--- src/rtl/genesis_pad_port_emu.sv ---
`default_nettype none
// ============================================================================
// genesis_pad_port_emu : Mega Drive 3/6-button pad pin emulation driven by TH.
// Optional build macro: GENPAD_MODE_FORCE3_EN (Mode held at reset -> 3-button)
// Revision: 1.0
// ============================================================================
module genesis_pad_port_emu #(
  parameter int TIMEOUT_CYCLES = 75000
) (
  input  logic        iCLK,
  input  logic        iRESET,
  input  logic [11:0] iPAD_DECODED,
  input  logic [1:0]  iPAD_TYPE,
  input  logic        iTH,
  output logic [5:0]  oPAD_DATA,
  output logic        oPAD_MODE6
);

  localparam int                  c_IDLE_W    = (TIMEOUT_CYCLES > 2) ? $clog2(TIMEOUT_CYCLES) : 1;
  localparam logic [c_IDLE_W-1:0] c_IDLE_LAST = c_IDLE_W'(TIMEOUT_CYCLES - 1);

  logic                r_thQ;
  logic [2:0]          r_step;
  logic [c_IDLE_W-1:0] r_idle;
  logic                r_mode6;
  logic                w_thEdge;
  logic                w_force3;
  logic [11:0]         w_padN;
  logic [5:0]          w_padNext;

  assign w_thEdge = (iTH != r_thQ);
  assign w_padN   = ~iPAD_DECODED;

`ifdef GENPAD_MODE_FORCE3_EN
  logic r_force3;
  logic r_inReset;

  always_ff @(posedge iCLK) begin
    if (iRESET) begin
      r_force3  <= 1'b0;
      r_inReset <= 1'b1;
    end else begin
      r_inReset <= 1'b0;
      if (r_inReset && iPAD_DECODED[8]) r_force3 <= 1'b1;
    end
  end

  // Include the release cycle itself so mode6 never latches 1 before force3 lands.
  assign w_force3 = r_force3 | (r_inReset & iPAD_DECODED[8]);
`else
  assign w_force3 = 1'b0;
`endif

  // Index map: 11 Z, 10 Y, 9 X, 8 M, 7 S, 6 C, 5 B, 4 A, 3 U, 2 D, 1 L, 0 R.
  always_comb begin
    w_padNext = r_thQ ? {w_padN[6], w_padN[5], w_padN[0], w_padN[1], w_padN[2], w_padN[3]}
                      : {w_padN[7], w_padN[4], 2'b00, w_padN[2], w_padN[3]};
    if (r_mode6) begin
      if (!r_thQ && r_step == 3'd5)
        w_padNext = {w_padN[7], w_padN[4], 4'b0000};
      else if (r_thQ && r_step == 3'd6)
        w_padNext = {w_padN[6], w_padN[5], w_padN[8], w_padN[9], w_padN[10], w_padN[11]};
      else if (!r_thQ && r_step == 3'd7)
        w_padNext = {w_padN[7], w_padN[4], 4'b1111};
    end
  end

  always_ff @(posedge iCLK) begin
    if (iRESET) begin
      r_thQ      <= 1'b1;
      r_step     <= 3'd0;
      r_idle     <= '0;
      r_mode6    <= 1'b0;
      oPAD_DATA  <= 6'h3F;
      oPAD_MODE6 <= 1'b0;
    end else begin
      r_thQ <= iTH;
      // An edge wins over a coincident timeout; the idle count parks at its last value.
      if (w_thEdge) begin
        r_step <= r_step + 3'd1;
        r_idle <= '0;
      end else if (r_idle == c_IDLE_LAST) begin
        r_step <= r_thQ ? 3'd0 : 3'd1;
      end else begin
        r_idle <= r_idle + c_IDLE_W'(1);
      end
      if (r_step == 3'd0 && r_thQ)
        r_mode6 <= (iPAD_TYPE == 2'd2) && !w_force3;
      oPAD_DATA  <= w_padNext;
      oPAD_MODE6 <= r_mode6;
    end
  end

endmodule
`default_nettype wire
--- config.mk ---
export PLATFORM = sky130hd
export DESIGN_NAME = genesis_pad_port_emu
export DESIGN_NICKNAME = d
export VERILOG_FILES = /design/src/rtl/genesis_pad_port_emu.sv
export SDC_FILE = /design/constraint.sdc
export NUM_CORES = 1
export LEC_CHECK = 0
export CAP_MARGIN = 20
export CORE_MARGIN = 4
export CORE_UTILIZATION = 55
export DETAILED_ROUTE_END_ITERATION = 16
export PLACE_DENSITY = 0.83
export RECOVER_POWER = 25
export SKIP_LAST_GASP = 1
export SLEW_MARGIN = 20
export SYNTH_ARGS = -nofsm -noshare
export SYNTH_HDL_FRONTEND = slang
export SYNTH_SLANG_ARGS = --single-unit
--- constraint.sdc ---
create_clock -name iCLK -period 4.2 [get_ports iCLK]
set_input_delay 0.63 -clock iCLK [delete_from_list [all_inputs] [get_ports iCLK]]
set_output_delay 0.63 -clock iCLK [all_outputs]
set_load 0.01 [all_outputs]
# ---- Word level (Yosys, flattened, before mapping)
# Cells that the tools add are included.
dict set report word_totals {
  ff_bits 29
  latchBits 0
  ramBits 0
  rom_bits 0
  input_bits 17
  output_inout_bits 7
  wordCells 31
  memories 0
}
dict set report classes {
  add_sub_neg 2
  multipliers 0
  n_div 0
  order_cmp 0
  n_eq_ne 6
  n_shift 0
  mux 8
  bitwise 1
  n_reduce_logical 8
}
# op count
set op_table {}
lappend op_table {{$mux W6} 5}
lappend op_table {{$add A17 B1 Y17 const B} 1}
lappend op_table {{$eq A17 B17 Y1 const B} 1}
lappend op_table {{$not A12 Y12} 1}
lappend op_table {{$eq A3 B3 Y1 const B} 3}
lappend op_table {{$mux W3} 2}
lappend op_table {{$logic_and A1 B1 Y1} 4}
lappend op_table {{$add A3 B1 Y3 const B} 1}
lappend op_table {{$logic_not A3 Y1} 1}
lappend op_table {{$eq A2 B2 Y1 const B} 1}
lappend op_table {{$reduce_bool A2 Y1} 1}
lappend op_table {{$reduce_or A2 Y1} 1}
lappend op_table {{$logic_not A1 Y1} 1}
lappend op_table {{$mux W1} 1}
lappend op_table {{$ne A1 B1 Y1} 1}

# ---- Longest topological paths before layout
# Gate-level depths: netlist (run 1).
dict set report depth {
  depth_word 6
  depth_mapped 6
  depth_no_buf 6
}

# ---- Worst setup path before layout (run 1)
# OpenSTA, ideal clock, no wires.
dict set report synth_path {
  path_type {reg-to-reg}
  start {register r_idle[0]}
  end {register r_step[0]}
  setup_ns 0.086
  arrival_ns 1.954
  required_ns 4.114
  slack_ns 2.161
  path_stages_with_launch 7
  path_buffers 1
  synth_period_minus_slack_ns 2.039
  cell_sequence {dfxtp_1 ha_1 or4b_1 or4_1 clkbuf_2 a21o_1 a211oi_1}
}
dict set report synth_between {
  elab_chain_cells 2
}
# item line
set synth_rtl {}
lappend synth_rtl {{start: declaration} 24} ;# logic [c_IDLE_W-1:0] r_idle;
lappend synth_rtl {{start signal: assignment} 85} ;# r_idle <= r_idle + c_IDLE_W'(1);
lappend synth_rtl {{$eq A17 B17 Y1} 82} ;# end else if (r_idle == c_IDLE_LAST) begin
lappend synth_rtl {{$reduce_bool A2 Y1 (no line)} -}
lappend synth_rtl {{end signal: assignment} 80} ;# r_step <= r_step + 3'd1;
lappend synth_rtl {{end signal: assignment} 83} ;# r_step <= r_thQ ? 3'd0 : 3'd1;
lappend synth_rtl {{end: declaration} 23} ;# logic [2:0] r_step;
# Every way passes these cells.
# A chain may end at the register's enable or synchronous reset.

# ---- Final worst setup path (run 1)
# Same ends and word-level chain as after synthesis.

==> results of run 1 <==
## Yosys cell counts
master	instances
nor2_1	8
nor4_1	3
or4_1	4
or2_2	3
dfxtp_1	29
nor2b_1	1
clkbuf_2	1
or4bb_1	2
o21ai_0	9
clkbuf_1	6
a21o_1	1
nor3_1	3
nand3_1	11
a21oi_1	22
o31ai_1	2
mux2i_1	2
a211oi_1	2
or4b_1	1
ha_1	6
or3_1	7
nand2_1	11
and2_1	1
nand4_1	3
xor2_1	2
nand2b_1	4
or4b_2	1
inv_1	7
xnor2_1	7
## worst max-delay path by stage
stage	start	end	slack, ns
floorplan	r_idle[0]	r_step[0]	2.16
global placement	iRESET	r_idle[16]	2.11
detailed placement	iRESET	r_idle[16]	2.01
CTS	r_idle[0]	r_step[0]	1.99
global route	r_idle[0]	r_step[0]	1.90
finish	r_idle[0]	r_step[0]	1.98
## cell usage in the layout (no fill, tap or decap), drive strengths merged, types with 3 or more instances in the layout
master         Yosys  layout
nand2b             4       4
or3                7       7
o21ai              9       9
nor2               8       8
or4                4       4
nand4              3       3
nor4               3       3
nand2             11      11
dfxtp             29      29
a21oi             22      22
xnor2              7       7
nor3               3       3
inv                7       7
ha                 6       6
clkbuf             7       6
clkdlybuf4s50      0      22
or2                3       3
nand3             11      11
## layout make-up
| type | count | area, um^2 |
|---|---|---|
| Clock buffer | 6 | 41.3 |
| Clock inverter | 2 | 10.0 |
| Fill cell | 168 | 634 |
| Inverter | 7 | 26.3 |
| Multi-Input combinational cell | 116 | 718 |
| Sequential cell | 29 | 581 |
| Tap cell | 28 | 35.0 |
| Timing Repair Buffer | 23 | 230 |
## state kept, by name, summed over array words and instances (netlist names)
name,flops
r_idle,17
oPAD_DATA,6
r_step,3
oPAD_MODE6,1
r_mode6,1
r_thQ,1
## power groups by stage
stage	sequential [mW]	clock (mW)	combinational (mW)
6_report	0.291	0.159	0.0560
4_1_cts	0.291	0.163	0.0563
2_1_floorplan	0.296	0	0.0280
3_3_place_gp	0.296	0	0.0540
5_1_grt	0.292	0.179	0.0618
3_5_place_dp	0.297	0	0.0559
## per-stage QoR
step | hold slack [ns] | total power, mW | setup slack (ns) | utilization | std cells
2_1_floorplan | 0.454 | 0.324 | 2.16 | - | 159
3_3_place_gp | 0.464 | 0.350 | 2.11 | 0.699 | 203
3_5_place_dp | 0.487 | 0.353 | 2.01 | 0.699 | 203
4_1_cts | 0.502 | 0.511 | 1.99 | 0.721 | 211
5_1_grt | 0.525 | 0.533 | 1.90 | 0.721 | 211
6_report | 0.500 | 0.506 | 1.98 | 0.721 | 211
## routing by layer
layer  wire, um  GRT usage  vias to the layer above
met5          0          0                        -
met4         65     0.0993                        0
met3        156     0.0475                        9
met2       1580      0.339                       35
met1       1310      0.244                      598
li1           -          -                      614
## worst min-delay path: cells and delay by family, from the launching register on
| family | cells | cell delay (ns) |
|---|---|---|
| flops | 1 | 0.34 |
| compound gates | 1 | 0.06 |
| simple gates | 1 | 0.06 |
## cells by family after synthesis
kind of cell | after synthesis | share of synthesized area
buffers and inverters | 14 | 0.0398
adder cells (fa/ha/maj) | 6 | 0.0555
AND/OR/NAND/NOR | 63 | 0.260
flip-flops | 29 | 0.429
XOR/XNOR | 9 | 0.0583
multiplexers | 2 | 0.0148
AO/OA/AOI/OAI | 36 | 0.142
==> results.py, run 1 <==
metrics = {
    "worst_setup_path": {
        "crit_path_max_incr_delay_ns": 0.66,
        "r2r_cells": 5,
        "crit_chain": "ha_1 -> or4b_1 -> or4_1 -> a21o_1 -> a211oi_1",
        "reg2reg_from": "r_idle[0]",
        "timing.rr.end": "r_step[0]",
        "path_class": "reg -> reg",
        "critPathBufInv": 0,
        "slowest_stage": "or4_1",
        "required_ns": 4.45,
        "regToRegSetupSlack_ns": 1.98,
        "critPathLaunchType": "flop",
        "cpLargestDelayFamily": "simple AND/OR/NAND/NOR gates",
        "cp.depth": 5,
        "cp_max_fo": 6,
        "arrival_ns": 2.47,
        "cp-end-kind": "flop",
    },
    "sta": {
        "finClkSkew_ns": 0.00541,
        "tns_ns": 0,
        "worstMarginPinSlew_ns": 0.661,
        "slew_headroom": 0.555,
        "rsz0062_at_grt": "false",
        "min_period_ns": 2.22,
        "hold_viol_final": 0,
        "drv_slew": 0,
        "finalSetupViolCount": 0,
        "period_share": 0.528,
        "max_clock_freq_mhz": 451,
    },
    "grt": {
        "grt_pass1_vias": 1165,
        "grt_max_degree": 18,
        "grt.total_usage": 0.204,
        "grt_overflow": 0,
        "antenna_found_initial": 0,
        "grt_first_pass_wirelength_mm": 5.22,
    },
    "power": {
        "intPower_mw": 0.379,
        "switching_share": 0.251,
        "power_density_nw_per_um2": 308,
        "seq_power_share": 0.575,
        "ir_worst_vdd_mv": 0.283,
        "pwr-share-comb": 0.111,
        "p_leak_nw": 0.541,
        "p_clk_frac": 0.315,
        "power_switching_mw": 0.127,
    },
    "placement": {
        "io_buffers": 23,
        "routabilityCongestion": 0.785,
        "dp_hpwl_mm": 2.22,
        "place_area_um2": 1590,
    },
    "detailed_routing": {
        "wl_per_cell_um": 14.7,
        "drc": 0,
        "ant_nets": 0,
        "vias": 1256,
        "vias_per_cell": 5.95,
        "drt_wl_total_mm": 3.10,
        "first_iter_violations": 66,
        "drt-pass1-iter-count": 5,
    },
    "finish": {
        "drive_above_1_share": 0.0601,
        "antenna_cells": 0,
        "nNetsFinal": 205,
        "layout-area-overhead-vs-synth_pct": 21.4,
        "stdcell_area_um2": 1640,
    },
    "clocking": {
        "cts_resized": 0,
        "ctsHtreeMaxLevel": 2,
        "clk_path_buf_depth": 2,
        "cts_hold_buf": 0,
        "clock_latency_ns": 0.33,
        "cts-root-buf": "clkbuf_4",
        "numCtsBuffers": 5,
        "clk_pin_slew_ns": 0.09,
        "cts_tree": "built",
        "cts.sink_count": 29,
        "post-cts-setup-buffers": 0,
    },
    "yosys": {
        "yosys_warnings": 0,
        "ys_ff_latch": 29,
        "syn-cell-area_um2": 1350,
        "seq_area_frac_synth": 0.429,
        "synth_top_area_cell": "dfxtp_1",
        "synthDistinctLibCells": 28,
        "synth.top_cell.area_share": 0.429,
        "synth.area.top_cells": "dfxtp_1, a21oi_1, ha_1, xnor2_1, nand3_1",
        "syn_avg_cell_area_um2": 8.51,
        "syn_inst": 159,
        "syn_nets": 182,
    },
    "hold_path": {
        "holdPathEnd": "r_idle[1]",
        "min_delay_path_depth": 2,
        "min_from": "r_idle[1]",
        "min_path_type": "reg -> reg",
    },
    "status": {
        "status": "complete, no violations",
    },
    "floorplan": {
        "row_count": 17,
        "initial_core_util": 0.594,
        "core_area_um2": 2280,
        "dieArea_um2": 3320,
        "io_pins": 24,
        "die_h_um": 57.6,
        "fp.dieW_um": 57.6,
    },
    "flow_run": {
        "cap_violations": 0,
    },
}
(Power assumes the default switching activity.)
==> inputs of run 2 (changes only) <==
--- a/config.mk
+++ b/config.mk
@@ -6,10 +6,11 @@
 export NUM_CORES = 1
 export LEC_CHECK = 0
 export CAP_MARGIN = 20
+export CORE_ASPECT_RATIO = 0.5
 export CORE_MARGIN = 4
-export CORE_UTILIZATION = 55
+export CORE_UTILIZATION = 46
 export DETAILED_ROUTE_END_ITERATION = 16
-export PLACE_DENSITY = 0.83
+export PLACE_DENSITY = 0.74
 export RECOVER_POWER = 25
 export SKIP_LAST_GASP = 1
 export SLEW_MARGIN = 20
==> constraint.sdc (replaced) <==
create_clock -name iCLK -period 2 [get_ports iCLK]
set_input_delay 0.3 -clock iCLK [delete_from_list [all_inputs] [get_ports iCLK]]
set_output_delay 0.3 -clock iCLK [all_outputs]
set_load 0.01 [all_outputs]
==> results.py, run 2 (synthesized netlist as in run 1, its figures left out) <==
metrics = {
    "status": {
        "status": "complete, no violations",
    },
    "clocking": {
        "clk_pin_slew_ns": 0.06,
        "cts-root-buf": "clkbuf_8",
        "cts_tree": "built",
        "cts.sink_count": 29,
        "cts_hold_buf": 0,
        "numCtsBuffers": 5,
        "post-cts-setup-buffers": 0,
        "ctsHtreeMaxLevel": 2,
        "clock_latency_ns": 0.28,
        "clk_path_buf_depth": 2,
    },
    "hold_path": {
        "min_path_type": "reg -> reg",
        "min_from": "r_mode6",
    },
    "worst_setup_path": {
        "cp-startpoint": "r_idle[2]",
        "required_ns": 2.20,
        "critPathLaunchType": "flop",
        "reg2reg_from": "r_idle[2]",
        "cp-end-kind": "flop",
        "path_class": "reg -> reg",
        "arrival_ns": 2.17,
        "cp_max_fo": 5,
    },
    "floorplan": {
        "core_area_um2": 2700,
        "io_pins": 24,
        "row_count": 13,
        "dieArea_um2": 3920,
        "die_h_um": 46.3,
        "initial_core_util": 0.501,
        "fp.dieW_um": 84.7,
    },
    "sta": {
        "finalSetupViolCount": 0,
        "drv_slew": 0,
        "worstMarginPinSlew_ns": 0.741,
        "whs_ns": 0.492,
        "min_period_ns": 1.97,
        "rsz0062_at_grt": "true",
        "period_share": 0.986,
        "hold_viol_final": 0,
        "finClkSkew_ns": 0.00547,
        "max_clock_freq_mhz": 507,
        "slew_headroom": 0.506,
    },
    "power": {
        "p_leak_nw": 0.628,
        "power_density_nw_per_um2": 657,
        "ir_worst_vdd_mv": 0.507,
    },
    "finish": {
        "drive_above_1_share": 0.151,
        "layout-area-overhead-vs-synth_pct": 34.5,
        "final_cell_mix": "dfxtp_1, a21oi_1, clkdlybuf4s50_1",
        "fin_util": 0.674,
        "final_common_cell": "dfxtp_1",
        "largest-register": "r_idle",
        "nNetsFinal": 221,
        "antenna_cells": 0,
        "stdcell_area_um2": 1820,
        "largest_register_ffs": 17,
        "fillers": 233,
        "reg.largest.list": "r_idle: 17 flops, oPAD_DATA: 6 flops, r_step: 3 flops",
    },
    "detailed_routing": {
        "drt-pass1-iter-count": 3,
        "first_iter_violations": 76,
        "met1Wirelength_mm": 1.38,
        "met2_length_mm": 1.37,
        "drt_wl_total_mm": 2.91,
        "drc": 0,
        "vias": 1252,
        "topRoutingLayerUsed": "met4",
        "vias_per_cell": 5.31,
        "wl_met3_um": 106,
        "ant_nets": 0,
        "wl_per_cell_um": 12.3,
    },
    "grt": {
        "grt_first_pass_wirelength_mm": 4.95,
        "antenna_found_initial": 0,
        "grt_max_degree": 18,
        "grt.total_usage": 0.163,
        "grt_overflow": 0,
        "grt_pass1_vias": 1156,
    },
    "placement": {
        "routabilityCongestion": 0.763,
        "place_area_um2": 1740,
        "io_buffers": 23,
        "dp_hpwl_mm": 2.13,
    },
    "flow_run": {
        "cap_violations": 0,
    },
}
==> run 2: final timing paths <==
check | to | slack [ns] | depth (start not counted)
max | r_step[0] | 0.03 | 4
max reg2reg | r_step[0] | 0.03 | 4
min | r_mode6 | 0.49 | 2
min reg2reg | r_mode6 | 0.49 | 2
==> run 2: timing repair <==
item / in CTS / in global routing
resized for setup: 1 / 1
pin swaps: 0 / 1
setup endpoints to repair: 3 / 4
==> run 2: worst max-delay path, stage by stage, from the launching register on <==
cell and delay, ns:
dfxtp_1 0.38, or4bb_1 0.54, or4_4 0.58, a21o_1 0.18
a211oi_1 0.20
==> run 2: cell type report <==
type	instances	area [um^2]	share of cell area
clock buffer	6	72.6	0.0399
clock inverter	2	10.0	0.00550
inverter	7	26.3	0.0144
multi-input combinational	116	738	0.406
sequential	29	583	0.320
tap	37	46.3	0.0254
timing repair buffer	39	343	0.188
==> run 2: where the power goes <==
group / internal (mW) / switching (mW)
combinational: 0.0717 / 0.0539
clock: 0.240 / 0.221
sequential: 0.596 / 0.0118
==> run 2: per-stage QoR <==
stage	std cells	TNS (ns)	power, mW	worst slack (ns)
detailed placement	228	-0.0992	0.751	-0.0744
global placement	228	-0.00583	0.748	-0.00583
CTS	236	0	1.21	0.0144
finish	236	0	1.20	0.0281
floorplan	159	0	0.682	0.0136
global route	236	-0.0330	1.25	-0.0330
==> run 2: layer usage <==
layer | global-route usage | up-vias
met4 | 0.0757 | 0
li1 | - | 638
met5 | 0 | -
met1 | 0.181 | 592
met2 | 0.297 | 15
met3 | 0.0518 | 7
==> inputs of run 3 (changes only) <==
--- a/config.mk
+++ b/config.mk
@@ -7,7 +7,7 @@
 export LEC_CHECK = 0
 export CAP_MARGIN = 20
 export CORE_ASPECT_RATIO = 0.5
-export CORE_MARGIN = 4
+export CORE_MARGIN = 2
 export CORE_UTILIZATION = 46
 export DETAILED_ROUTE_END_ITERATION = 16
 export PLACE_DENSITY = 0.74
==> results.py, run 3 (synthesized netlist as in run 1, its figures left out) <==
metrics = {
    "clocking": {
        "clk_path_buf_depth": 2,
        "cts-root-buf": "clkbuf_8",
        "numCtsBuffers": 5,
        "clock_latency_ns": 0.28,
        "cts_tree": "built",
        "cts.sink_count": 29,
        "clk_pin_slew_ns": 0.06,
        "ctsHtreeMaxLevel": 2,
    },
    "power": {
        "power_switching_mw": 0.287,
        "switching_share": 0.211,
        "intPower_mw": 1.07,
        "p_leak_nw": 0.653,
        "pwr-share-comb": 0.095,
        "finalPower_mw": 1.36,
        "p_clk_frac": 0.459,
        "power_density_nw_per_um2": 724,
        "ir_worst_vdd_mv": 0.404,
        "seq_power_share": 0.446,
    },
    "worst_setup_path": {
        "crit_chain": "buf_4 -> nand3_1 -> or4_1 -> or4_1 -> a21oi_1",
        "cp-startpoint": "r_idle[2]",
        "path_class": "reg -> reg",
        "reg2reg_from": "r_idle[2]",
        "crit_top_cell": "or4_1",
        "critPathLaunchType": "flop",
        "required_ns": 2.20,
        "r2r_cells": 5,
        "cpLargestDelayFamily": "simple AND/OR/NAND/NOR gates",
        "critPathBufInv": 1,
        "timing.rr.end": "r_idle[15]",
        "slowest_stage": "or4_1",
        "cp-end-kind": "flop",
        "crit_path_max_incr_delay_ns": 0.61,
        "arrival_ns": 2.13,
        "regToRegSetupSlack_ns": 0.07,
        "cp_max_fo": 5,
    },
    "sta": {
        "min_period_ns": 1.93,
        "finalSetupViolCount": 0,
        "finClkSkew_ns": 0.00204,
        "fin_ws_ns": 0.0718,
        "hold_viol_final": 0,
        "drv_slew": 0,
        "worstMarginPinSlew_ns": 0.550,
        "rsz0062_at_grt": "true",
        "period_share": 0.964,
        "tns_ns": 0,
        "slew_headroom": 0.633,
        "max_clock_freq_mhz": 519,
    },
    "finish": {
        "final_common_cell": "dfxtp_1",
        "layout-area-overhead-vs-synth_pct": 38.9,
        "largest_register_ffs": 17,
        "fillers": 222,
        "final_cell_mix": "dfxtp_1, a21oi_1, clkdlybuf4s50_1",
        "reg.largest.list": "r_idle: 17 flops, oPAD_DATA: 6 flops, r_step: 3 flops",
        "fin_util": 0.696,
        "drive_above_1_share": 0.185,
        "fin_cells": 237,
        "largest-register": "r_idle",
        "nNetsFinal": 222,
        "antenna_cells": 0,
    },
    "detailed_routing": {
        "wl_per_cell_um": 12.6,
        "drt_wl_total_mm": 2.99,
        "vias_per_cell": 5.26,
        "ant_nets": 0,
        "drt-pass1-iter-count": 4,
        "vias": 1247,
        "first_iter_violations": 51,
        "drc": 0,
    },
    "hold_path": {
        "holdPathEnd": "r_mode6",
        "min_delay_path_depth": 2,
        "min_path_type": "reg -> reg",
        "min_from": "r_mode6",
    },
    "floorplan": {
        "row_count": 13,
        "initial_core_util": 0.501,
        "io_pins": 24,
        "die_h_um": 42.3,
        "fp.dieW_um": 80.7,
        "core_area_um2": 2700,
        "dieArea_um2": 3420,
    },
    "grt": {
        "antenna_found_initial": 0,
        "grt_pass1_vias": 1171,
        "grt.total_usage": 0.202,
        "grt_max_degree": 18,
        "grt_first_pass_wirelength_mm": 5.20,
        "grt_overflow": 0,
    },
    "placement": {
        "pre_cts_slack_ns": -0.0861,
        "dp.cells": 228,
        "routabilityCongestion": 0.790,
        "io_buffers": 23,
        "dp_hpwl_mm": 2.15,
    },
    "flow_run": {
        "cap_violations": 0,
    },
    "status": {
        "status": "complete, no violations",
    },
}
run 3: what timing repair did:
| action | 4_1_cts | 5_1_grt |
|---|---|---|
| hold buffers | 0 | 0 |
| setup endpoints to repair | 3 | 3 |
| pin swaps | 0 | 4 |
| gates resized for setup | 1 | 7 |
| setup buffers | 0 | 1 |
run 3: worst register-to-register path: cells and delay by family (launching register included):
kind                   cells  cell delay, ns
buffers and inverters      1            0.11
AO/OA/AOI/OAI              1            0.14
AND/OR/NAND/NOR            3            1.24
flip-flops                 1            0.36
run 3: cell type report:
| class | instances | area [um^2] | share of cell area |
|---|---|---|---|
| Inverter | 7 | 26.3 | 0.0140 |
| Timing Repair Buffer | 40 | 352 | 0.187 |
| Clock buffer | 7 | 86.3 | 0.0460 |
| Sequential cell | 29 | 589 | 0.314 |
| Clock inverter | 1 | 30.0 | 0.0160 |
| Multi-Input combinational cell | 116 | 748 | 0.398 |
| Tap cell | 37 | 46.3 | 0.0247 |
run 3: layer usage:
metal / vias to the layer above / track usage / part of all wire
met5: - / 0 / 0
met1: 563 / 0.254 / 0.48
met2: 35 / 0.323 / 0.47
li1: 646 / - / -
met3: 3 / 0.0582 / 0.040
met4: 0 / 0.0881 / 0.0077
run 3: power groups by stage:
| stage | logic (mW) | clock network (mW) | registers (mW) |
|---|---|---|---|
| after floorplan | 0.0594 | 0 | 0.623 |
| after global placement | 0.127 | 0 | 0.620 |
| after detailed placement | 0.129 | 0 | 0.621 |
| after CTS | 0.130 | 0.642 | 0.608 |
| after global routing | 0.143 | 0.668 | 0.609 |
| final | 0.130 | 0.624 | 0.607 |
run 3: worst max-delay path by stage:
stage	cells after the start	endpoint	slack [ns]
after global placement	5	r_step[0]	-0.008
final	5	r_idle[15]	0.07
after global routing	4	r_step[0]	-0.01
after detailed placement	5	r_step[0]	-0.09
after floorplan	6	r_step[0]	0.01
after CTS	5	r_step[0]	0.002
run 3: per-stage QoR:
step	hold slack, ns	cell area (um^2)
2_1_floorplan	0.391	1370
3_3_place_gp	0.475	1740
3_5_place_dp	0.481	1740
4_1_cts	0.493	1860
5_1_grt	0.514	1880
6_report	0.489	1880
